$ cat src/rtl/qpsk_pkg.sv
// Shared definitions for the QPSK transmit sequencer: FSM encoding, PRBS9
// geometry and default seeds, plus the single-step PRBS9 update.
package qpsk_pkg;

    typedef enum logic [1:0] {
        IDLE  = 2'd0,
        RUN   = 2'd1,
        DRAIN = 2'd2
    } qpsk_state_t;

    localparam int PRBS_W      = 9;
    localparam int PRBS_TAP_HI = 8;
    localparam int PRBS_TAP_LO = 4;

    localparam logic [PRBS_W-1:0] SEED_I_DEF = 9'h1AA;
    localparam logic [PRBS_W-1:0] SEED_Q_DEF = 9'h1FE;

    // x^9 + x^5 + 1, shifting left with the feedback entering at the LSB.
    function automatic logic [PRBS_W-1:0] prbs9_step(input logic [PRBS_W-1:0] s);
        return {s[PRBS_W-2:0], s[PRBS_TAP_HI] ^ s[PRBS_TAP_LO]};
    endfunction

endpackage

$ cat src/rtl/prbs9_gen.sv
// PRBS9 source with seed load and single-step advance; MSB is the output bit.
module prbs9_gen
    import qpsk_pkg::*;
(
    input  logic              clk,
    input  logic              rst,
    input  logic [PRBS_W-1:0] seed,
    input  logic              load,
    input  logic              advance,
    output logic              msb
);

    logic [PRBS_W-1:0] state_reg;

    // load together with advance leaves the register one step past the seed.
    always_ff @(posedge clk) begin
        if (rst) begin
            state_reg <= seed;
        end else if (load) begin
            state_reg <= advance ? prbs9_step(seed) : seed;
        end else if (advance) begin
            state_reg <= prbs9_step(state_reg);
        end
    end

    assign msb = state_reg[PRBS_W-1];

endmodule

$ cat src/rtl/qpsk_tx_seq.sv
// QPSK TX sequencer: filter enable strobe, per-symbol I/Q bits from two PRBS9
// sources, and a start/run/drain FSM that flushes the filter tails.
module qpsk_tx_seq
    import qpsk_pkg::*;
#(
    parameter int                UPSAMPLE      = 4,
    parameter int                CLK_DIV       = 4,
    parameter int                DRAIN_SAMPLES = 24,
    parameter logic [PRBS_W-1:0] SEED_I        = SEED_I_DEF,
    parameter logic [PRBS_W-1:0] SEED_Q        = SEED_Q_DEF
) (
    input  logic                        clk,
    input  logic                        rst,
    input  logic                        start,
    input  logic                        stop,
    output logic                        filt_enable,
    output logic                        tx_bit_i,
    output logic                        tx_bit_q,
    output logic [$clog2(UPSAMPLE)-1:0] phase,
    output logic                        busy,
    output logic [15:0]                 sym_count
);

    localparam int PH_W  = $clog2(UPSAMPLE);
    localparam int DIV_W = $clog2(CLK_DIV);
    localparam int DRN_W = $clog2(DRAIN_SAMPLES);

    localparam logic [PH_W-1:0]  PH_LAST  = PH_W'(UPSAMPLE - 1);
    localparam logic [DIV_W-1:0] DIV_LAST = DIV_W'(CLK_DIV - 1);
    localparam logic [DRN_W-1:0] DRN_LAST = DRN_W'(DRAIN_SAMPLES - 1);

    qpsk_state_t      state_reg;
    logic [DIV_W-1:0] div_cnt_reg;
    logic [PH_W-1:0]  phase_reg;
    logic [DRN_W-1:0] drain_cnt_reg;
    logic             stop_pend_reg;
    logic             filt_enable_reg;
    logic             bit_i_reg;
    logic             bit_q_reg;
    logic             busy_reg;
    logic [15:0]      sym_count_reg;

    logic                   boundary;
    logic                   stop_now;
    logic                   prbs_load;
    logic                   prbs_adv;
    logic [1:0]             prbs_msb;
    logic [1:0][PRBS_W-1:0] seed_vec;

    assign seed_vec[0] = SEED_I;
    assign seed_vec[1] = SEED_Q;

    generate
        for (genvar gi = 0; gi < 2; gi++) begin : g_prbs
            prbs9_gen u_prbs (
                .clk     (clk),
                .rst     (rst),
                .seed    (seed_vec[gi]),
                .load    (prbs_load),
                .advance (prbs_adv),
                .msb     (prbs_msb[gi])
            );
        end
    endgenerate

    // The strobe cycle carrying the last enable of a symbol; bits change at its closing edge.
    assign boundary  = filt_enable_reg && (phase_reg == PH_LAST);
    assign stop_now  = stop_pend_reg || stop;
    assign prbs_load = (state_reg == IDLE) && start;
    assign prbs_adv  = prbs_load || ((state_reg == RUN) && boundary && !stop_now);

    always_ff @(posedge clk) begin
        if (rst) begin
            state_reg       <= IDLE;
            div_cnt_reg     <= '0;
            phase_reg       <= '0;
            drain_cnt_reg   <= '0;
            stop_pend_reg   <= 1'b0;
            filt_enable_reg <= 1'b0;
            bit_i_reg       <= 1'b0;
            bit_q_reg       <= 1'b0;
            busy_reg        <= 1'b0;
            sym_count_reg   <= '0;
        end else begin
            case (state_reg)
                IDLE: begin
                    filt_enable_reg <= 1'b0;
                    div_cnt_reg     <= '0;
                    if (start) begin
                        state_reg     <= RUN;
                        bit_i_reg     <= SEED_I[PRBS_W-1];
                        bit_q_reg     <= SEED_Q[PRBS_W-1];
                        sym_count_reg <= 16'd1;
                        phase_reg     <= '0;
                        drain_cnt_reg <= '0;
                        stop_pend_reg <= 1'b0;
                        busy_reg      <= 1'b1;
                    end
                end

                RUN, DRAIN: begin
                    div_cnt_reg     <= (div_cnt_reg == DIV_LAST) ? '0 : div_cnt_reg + 1'b1;
                    filt_enable_reg <= (div_cnt_reg == DIV_LAST);
                    if (filt_enable_reg) begin
                        phase_reg <= (phase_reg == PH_LAST) ? '0 : phase_reg + 1'b1;
                    end

                    if (state_reg == RUN) begin
                        if (stop) begin
                            stop_pend_reg <= 1'b1;
                        end
                        if (boundary) begin
                            if (stop_now) begin
                                // First tail symbol is 1/1; the tail then alternates.
                                state_reg     <= DRAIN;
                                bit_i_reg     <= 1'b1;
                                bit_q_reg     <= 1'b1;
                                stop_pend_reg <= 1'b0;
                                drain_cnt_reg <= '0;
                            end else begin
                                bit_i_reg <= prbs_msb[0];
                                bit_q_reg <= prbs_msb[1];
                                if (sym_count_reg != 16'hFFFF) begin
                                    sym_count_reg <= sym_count_reg + 16'd1;
                                end
                            end
                        end
                    end else if (filt_enable_reg) begin
                        if (drain_cnt_reg == DRN_LAST) begin
                            state_reg       <= IDLE;
                            div_cnt_reg     <= '0;
                            phase_reg       <= '0;
                            drain_cnt_reg   <= '0;
                            filt_enable_reg <= 1'b0;
                            bit_i_reg       <= 1'b0;
                            bit_q_reg       <= 1'b0;
                            busy_reg        <= 1'b0;
                            sym_count_reg   <= '0;
                        end else begin
                            drain_cnt_reg <= drain_cnt_reg + 1'b1;
                            if (boundary) begin
                                bit_i_reg <= ~bit_i_reg;
                                bit_q_reg <= ~bit_q_reg;
                            end
                        end
                    end
                end

                default: begin
                    state_reg       <= IDLE;
                    div_cnt_reg     <= '0;
                    filt_enable_reg <= 1'b0;
                end
            endcase
        end
    end

    assign filt_enable = filt_enable_reg;
    assign tx_bit_i    = bit_i_reg;
    assign tx_bit_q    = bit_q_reg;
    assign phase       = phase_reg;
    assign busy        = busy_reg;
    assign sym_count   = sym_count_reg;

endmodule

$ cat config.mk
export PLATFORM = sky130hd
export DESIGN_NAME = qpsk_tx_seq
export DESIGN_NICKNAME = d
export VERILOG_FILES = /design/src/rtl/qpsk_pkg.sv /design/src/rtl/prbs9_gen.sv /design/src/rtl/qpsk_tx_seq.sv
export SDC_FILE = /design/constraint.sdc
export NUM_CORES = 1
export LEC_CHECK = 0
export CORE_MARGIN = 5
export CORE_UTILIZATION = 55
export DETAILED_ROUTE_END_ITERATION = 12
export PLACE_DENSITY_LB_ADDON = 0.12
export RECOVER_POWER = 50
export SYNTH_ARGS = -nofsm -noshare
export SYNTH_HDL_FRONTEND = slang
export SYNTH_HIERARCHICAL = 1
export SYNTH_SLANG_ARGS = --single-unit
$ cat constraint.sdc
create_clock -name clk -period 4.8 [get_ports clk]
set_input_delay 0.48 -clock clk [delete_from_list [all_inputs] [get_ports clk]]
set_output_delay 0.48 -clock clk [all_outputs]
set_load 0.05 [all_outputs]
---- Word-level counts from Yosys, hierarchy flattened ----
Index checks and enable logic that the tools add are counted.
word-level totals
  bits in registers ....................... 50
  input bits .............................. 4
  output and inout port bits .............. 22
  logic and storage cells ................. 125
operators by class
  add/sub/neg operators ................... 4
  equality and inequality tests ........... 18
  multiplexer cells ....................... 67
  bitwise logic cells ..................... 5
  reductions and logical operators ........ 19
operators by type and width
  cell                     count
  $mux W16                 7
  $mux W9                  4
  $mux W2                  17
  $pmux W16 S2             1
  $mux W5                  6
  $mux W1                  24
  $ne A3 B3 Y1 const B     7
  $reduce_and A5 Y1        4
  $add A16 B1 Y16 const B  1
  $ne A16 B16 Y1 const B   1
  $ne A2 B2 Y1 const B     5
  $pmux W5 S2              1
  $mux W8                  1
  $pmux W1 S2              4
  $pmux W2 S2              2
  $reduce_and A7 Y1        1
  $eq A2 B2 Y1 const B     3
  $add A5 B1 Y5 const B    1
  $eq A5 B5 Y1 const B     1
  $add A2 B1 Y2 const B    2
  $logic_and A1 B1 Y1      4
  $reduce_bool A2 Y1       2
  $reduce_or A2 Y1         2
  $not A1 Y1               3
  other kinds (7)          9

---- Depth between registers and ports, before layout ----
Gate-level depths: netlist of the first run.
  word-level depth ........................ 7
  gate-level depth with buffers ........... 10
  mapped depth without buffers ............ 7

---- Cells and area by module ----
Netlist of the first run, hierarchy kept.
by module, submodules not included
  module       instances  cells each  area each (sq um)  sequential area each (sq um)
  qpsk_tx_seq  1          240         1901.8             640.6
  prbs9_gen    2          36          493.0              270.3

---- Least setup slack after synthesis of the first run ----
Ideal clock, no wire load.
  path type ............................... reg-to-reg
  from .................................... register sym_count_reg[0], in the netlist sym_count[0]
  to ...................................... register sym_count_reg[12], in the netlist sym_count[12]
  setup time .............................. 134 ps
  data arrival time ....................... 2253 ps
  required time ........................... 4666 ps
  setup slack ............................. 2413 ps
  cell stages (with the launch flop) ...... 8
  path buffers ............................ 1
  clock period less this slack ............ 2387 ps
  path through ............................ dfxtp_1 -> ha_1 -> nand4_1 -> or4b_1 -> buf_2 -> or2_1 -> a31oi_1 -> a211oi_1
on the way
  word-level cells in the longest chain between the ends .. 6
  elaborated cells on any way between the ends .. 9
  classes of those cells .................. add/sub (1); eq/ne (2); mux (5); reduce/logical (1)
ends and longest elaborated chain
  what                    line                RTL
  from (decl)             qpsk_tx_seq.sv:41   logic [15:0] sym_count_reg;
  from (signal assigned)  qpsk_tx_seq.sv:124  sym_count_reg <= sym_count_reg + 16'd1;
  $add A16 B1 Y16         qpsk_tx_seq.sv:124
  $mux W16                qpsk_tx_seq.sv:123  if (sym_count_reg != 16'hFFFF) begin
  $mux W16                qpsk_tx_seq.sv:113  if (stop_now) begin
  $mux W16                qpsk_tx_seq.sv:112  if (boundary) begin
  $mux W16                qpsk_tx_seq.sv:108  if (state_reg == RUN) begin
  $pmux W16 S2            qpsk_tx_seq.sv:85   case (state_reg)
Parallel ways exist; a longest one is shown, timed or not. The select of a mux whose other input is x is not followed.
A chain may end at the register's enable or synchronous reset.

==> flow_summary.toml, run 1 <==
[outcome]
outcome = "completed"

[logic_synthesis]
synth_ff_type = "dfxtp_1"
synth_fa_ha_area_frac = 0.0347
synth-compound-area-share = 0.266
syn-instance-count = 312
avgSynthCellArea_um2 = 9.26
async_flop_share = 0
synth_top_family_by_area = "compound AO/OA/AOI/OAI gates"
yosysWarnings = 6
synthMuxAreaShare = 0.0247
yosysSeqAreaShare = 0.409
ys_types = 49
synth-simple-area-share = 0.208
synth.cell_area_um2 = 2890
ys_ff_latch = 50
synth_xor_area_frac = 0.0182
synth_edf_count = 18

[timing]
finalSetupTns_ns = 0
rsz0062_at_grt = "no"
hold_violations = 0
slew_headroom = 0.0508
period_minus_slack_ns = 3.19
drv_slew = 0
fin_skew_ns = 0.0109
post-route-period-util = 0.664
worst_slack_ns = 1.61
worstMarginPinSlew_ns = 1.42
finalSetupViolCount = 0
fmax_mhz = 314

[global_route]
grt_usage = 0.202
grt_max_degree = 56
grt_remaining_overflow = 0
antenna_found_initial = 0
grt_pass1_vias = 2296
grt_pass1_wl_um = 10700

[clock_tree]
clkTransAtPathRegs_ns = 0.09
clock_latency_ns = 0.31
clk_path_buf_depth = 2
post_cts_buffers = 0
h-tree-depth = 2
cts_root_buffer = "clkbuf_8"
numClockSinks = 50
cts_buffers = 5
cts_hold_buf = 0
cts_tree = "built"
post_cts_resize_count = 0

[cells_and_area]
fill_cells = 445
mostFrequentLayoutCells = "conb_1 (38), dfxtp_1 (32), o22a_1 (32)"
fin_nets = 376
layout_commonest_cell = "conb_1"
fin_util = 0.665
area_delta_synth_final_pct = 17.5
n_antenna_cell = 0
drive_gt1_frac = 0.0438
largest_register_ffs = 18

[place]
pre_cts_slack_ns = 1.66
portBuffers = 25
gp_congestion = 0.854
dp_hpwl_um = 4430

[critical_path]
cp.arrival_ns = 3.26
worst-path-max-fanout = 25
crit_chain = "inv_1 > ha_1 > and2_0 > o21bai_1 > nand2_2 > or3_1 > o211a_1"
cp.buffers_inverters = 1
endpoint_kind = "flip-flop"
required_ns = 4.87
slowest_delay_ns = 1.11
worst-setup-path-type = "reg2reg"
critPathTopFamily = "simple AND/OR/NAND/NOR gates"
worst_setup_path_start_kind = "flip-flop"
critPathSlowestCell = "and2_0"

[route]
wl_um = 6360
drtIter0Drc = 219
drc = 0
via_per_inst = 5.90
vias = 2568
final_antenna_net_count = 0
wire_per_inst_um = 14.6
dr.pass1.iters = 5

[pwr]
power-per-cell-area_nw_per_um2 = 459
peakVddDrop_mv = 0.332
p_leak_nw = 1.27

[floorplanning]
io_pins = 26
die-area_um2 = 6800
core-area_um2 = 5110
fp.dieH_um = 82.5
die_w_um = 82.5
initial_utilization = 0.565
placementRows = 26

[job]
drv_cap = 0

[hold_path]
min_path_type = "reg2reg"
## metal layers
| metal | share of wire | routed length (µm) | track usage |
|---|---|---|---|
| met1 | 0.46 | 2930 | 0.269 |
| met2 | 0.47 | 2980 | 0.338 |
| met3 | 0.058 | 370 | 0.0347 |
| met4 | 0.012 | 78 | 0.0498 |
| met5 | 0 | 0 | 0 |
## logic make-up after synthesis
logic type / Yosys count
adders and majority gates: 8
AOI/OAI and AO/OA: 106
DFF: 50
buffers and inverters: 24
xor gates and xnor gates: 6
muxes: 7
and+or+nand+nor: 109
other: 2
## cell type report
cell class              instances  area (µm²)  area share
clock inverters                 3        43.8      0.0129
well taps                      70        87.6      0.0258
flip-flops and latches         50        1180       0.348
clock buffers                   5        68.8      0.0203
repair buffers                 26         253      0.0745
multi-input cells             274        1730       0.511
inverters                       7        26.3     0.00774
## per-stage QoR
step / hold WS, ns / power (mW) / instance area (µm²) / instances
after floorplan: 0.407 / 1.13 / 3020 / 348
after global placement: 0.418 / 1.26 / 3280 / 427
after detailed placement: 0.425 / 1.27 / 3280 / 427
after CTS: 0.438 / 1.58 / 3390 / 435
after global routing: 0.461 / 1.66 / 3390 / 435
final: 0.432 / 1.56 / 3390 / 435
## cell usage after synthesis (3+ instances only)
master	number	share of area
a21oi_1	18	0.031
a31oi_1	10	0.022
a41oi_1	4	0.012
and3_1	7	0.015
buf_2	8	0.014
clkbuf_1	8	0.010
dfxtp_1	32	0.22
edfxtp_1	18	0.19
ha_1	8	0.035
inv_1	7	0.0091
mux2i_1	6	0.021
nand2_1	19	0.025
nand2b_1	5	0.011
nand3_1	13	0.023
nand4_1	11	0.024
nor2_1	17	0.022
nor2b_1	3	0.0065
nor3_1	5	0.0087
nor3b_1	3	0.0078
o211ai_1	3	0.0078
o21ai_0	12	0.021
o21ai_1	7	0.012
o22a_1	32	0.097
o31ai_1	3	0.0078
or3_1	11	0.024
xor2_1	4	0.012
## where the power goes
group | internal, mW | switching, mW
Sequential | 0.541 | 0.0464
Clock | 0.156 | 0.145
Combinational | 0.249 | 0.419
## worst paths after layout
| path | from | end | slack, ns | cells after the start |
|---|---|---|---|---|
| setup / recovery | state_reg[0] | g_prbs[1].u_prbs/state_reg[0] | 1.61 | 7 |
| hold / removal | div_cnt_reg[0] | div_cnt_reg[0] | 0.43 | 1 |
| setup reg to reg | state_reg[0] | g_prbs[1].u_prbs/state_reg[0] | 1.61 | 7 |
| hold reg to reg | div_cnt_reg[0] | div_cnt_reg[0] | 0.43 | 1 |
Power figures use the tool's default switching activity.
==> run 2, diff against run 1 <==
Settings changed: CORE_UTILIZATION 55 to 52.
Clock period 4.8 ns to 2.7 ns, I/O delays scaled along.
==> run 2 against run 1 <==
Clock skew is 0.0084 ns lower. Largest power group unchanged. Critical path depth is 1 lower. Non-clock buffer count is 8 higher. Worst setup slack worse by 1.2 ns. Design area is 1.0% higher. First-iteration DRC count is 12% lower. Die area is 5.1% higher. Maximum frequency is 37% higher. Sequential cell count stayed put. Register-to-register slack worse by 1.2 ns. Global-route usage is 0.66 points lower.
==> flow_summary.toml, run 2 (same netlist as run 1, synthesis figures left out) <==
[critical_path]
crit_chain = "inv_1 > ha_1 > and2_0 > clkbuf_2 > a21oi_1 > o22a_1"
worst-path-max-fanout = 24
critPathSlowestCell = "a21oi_1"
cp.arrival_ns = 2.49
slowest_delay_ns = 0.72
required_ns = 2.87
worst-setup-path-type = "reg2reg"
reg2reg_slack_ns = 0.38
endpoint_kind = "flip-flop"
worst_setup_path_start_kind = "flip-flop"

[global_route]
gr-usage-met3 = 0.0304
grt_pass1_vias = 2530
antenna_found_initial = 0
grt_usage = 0.195
grt_pass1_wl_um = 11800
use_met2 = 0.323
grt_util_met1 = 0.268
grt_remaining_overflow = 0
grt_max_degree = 43
grt.busiest_layer = "met2"

[timing]
slew_headroom = 0.496
finalSetupTns_ns = 0
fmax_mhz = 431
worst_slack_ns = 0.379
rsz0062_at_grt = "no"
hold_violations = 0
drv_slew = 0
post-route-period-util = 0.859
finalSetupViolCount = 0
fin_skew_ns = 0.00249
period_minus_slack_ns = 2.32
worstMarginPinSlew_ns = 0.757

[floorplanning]
die-area_um2 = 7140
die_w_um = 84.5
initial_utilization = 0.531
fp.dieH_um = 84.5
io_pins = 26
core-area_um2 = 5440
placementRows = 27

[cells_and_area]
mostFrequentLayoutCells = "conb_1 (38), dfxtp_1 (32), o22a_1 (32)"
drive_gt1_frac = 0.0509
fill_cells = 484
largest_register_ffs = 18
area_delta_synth_final_pct = 18.8
fin_nets = 384
layout_commonest_cell = "conb_1"
n_antenna_cell = 0

[clock_tree]
post_cts_resize_count = 0
cts_root_buffer = "clkbuf_8"
cts_tree = "built"
cts_hold_buf = 0
post_cts_buffers = 0
clkTransAtPathRegs_ns = 0.09
clk_path_buf_depth = 2
clock_latency_ns = 0.29
cts_buffers = 5
h-tree-depth = 2
numClockSinks = 50

[place]
dp_hpwl_um = 4660
pre_cts_slack_ns = 0.216
gp_congestion = 0.913
portBuffers = 25

[route]
drtIter0Drc = 192
drc = 0
final_antenna_net_count = 0
wl_um = 6630
wire_per_inst_um = 14.9
vias = 2626
via_per_inst = 5.90
dr.pass1.iters = 5

[outcome]
outcome = "completed"

[hold_path]
min_path_type = "reg2reg"

[pwr]
power-per-cell-area_nw_per_um2 = 806
power_mw = 2.77
peakVddDrop_mv = 0.427
p_leak_nw = 1.30

[job]
drv_cap = 0
==> run 2: metal layers <==
layer / part of all wire / routed length (µm) / up-vias
met2: 0.47 / 3140 / 77
met3: 0.045 / 301 / 10
li1: - / - / 1298
met5: 0 / 0 / -
met4: 0.011 / 76 / 0
met1: 0.47 / 3110 / 1241
==> run 2: area by class of cell <==
type / instances / area (µm²) / share of cell area
Tap cell: 72 / 90.1 / 0.0263
Clock inverter: 1 / 30.0 / 0.00876
Multi-Input combinational cell: 274 / 1720 / 0.502
Inverter: 7 / 26.3 / 0.00766
Clock buffer: 7 / 76.3 / 0.0223
Sequential cell: 50 / 1180 / 0.344
Timing Repair Buffer: 34 / 303 / 0.0883
==> run 2: metrics by stage <==
stage          instances  cell area (µm²)  hold slack (ns)   util
2_1_floorplan        348             3020            0.407      -
3_3_place_gp         437             3340            0.418  0.615
3_5_place_dp         437             3340            0.424  0.615
4_1_cts              445             3450            0.438  0.634
5_1_grt              445             3430            0.455  0.631
6_report             445             3430            0.431  0.631
==> run 2: worst paths after layout <==
check | startpoint | to | cells after the start
max reg2reg | state_reg[0] | g_prbs[0].u_prbs/state_reg[4] | 6
max | state_reg[0] | g_prbs[0].u_prbs/state_reg[4] | 6
min | div_cnt_reg[0] | div_cnt_reg[0] | 1
min reg2reg | div_cnt_reg[0] | div_cnt_reg[0] | 1
==> run 2: power breakdown <==
group          total, mW  internal, mW  switching, mW
combinational       1.21         0.463          0.745
clock              0.512         0.277          0.235
sequential          1.05         0.962         0.0829
==> run 2: critical path, delay by kind of cell (launching register included) <==
family / cells / cell delay [ns]
DFF: 1 / 0.36
AOI/OAI and AO/OA: 2 / 0.94
and+or+nand+nor: 1 / 0.20
adders and majority gates: 1 / 0.27
buffers and inverters: 2 / 0.43
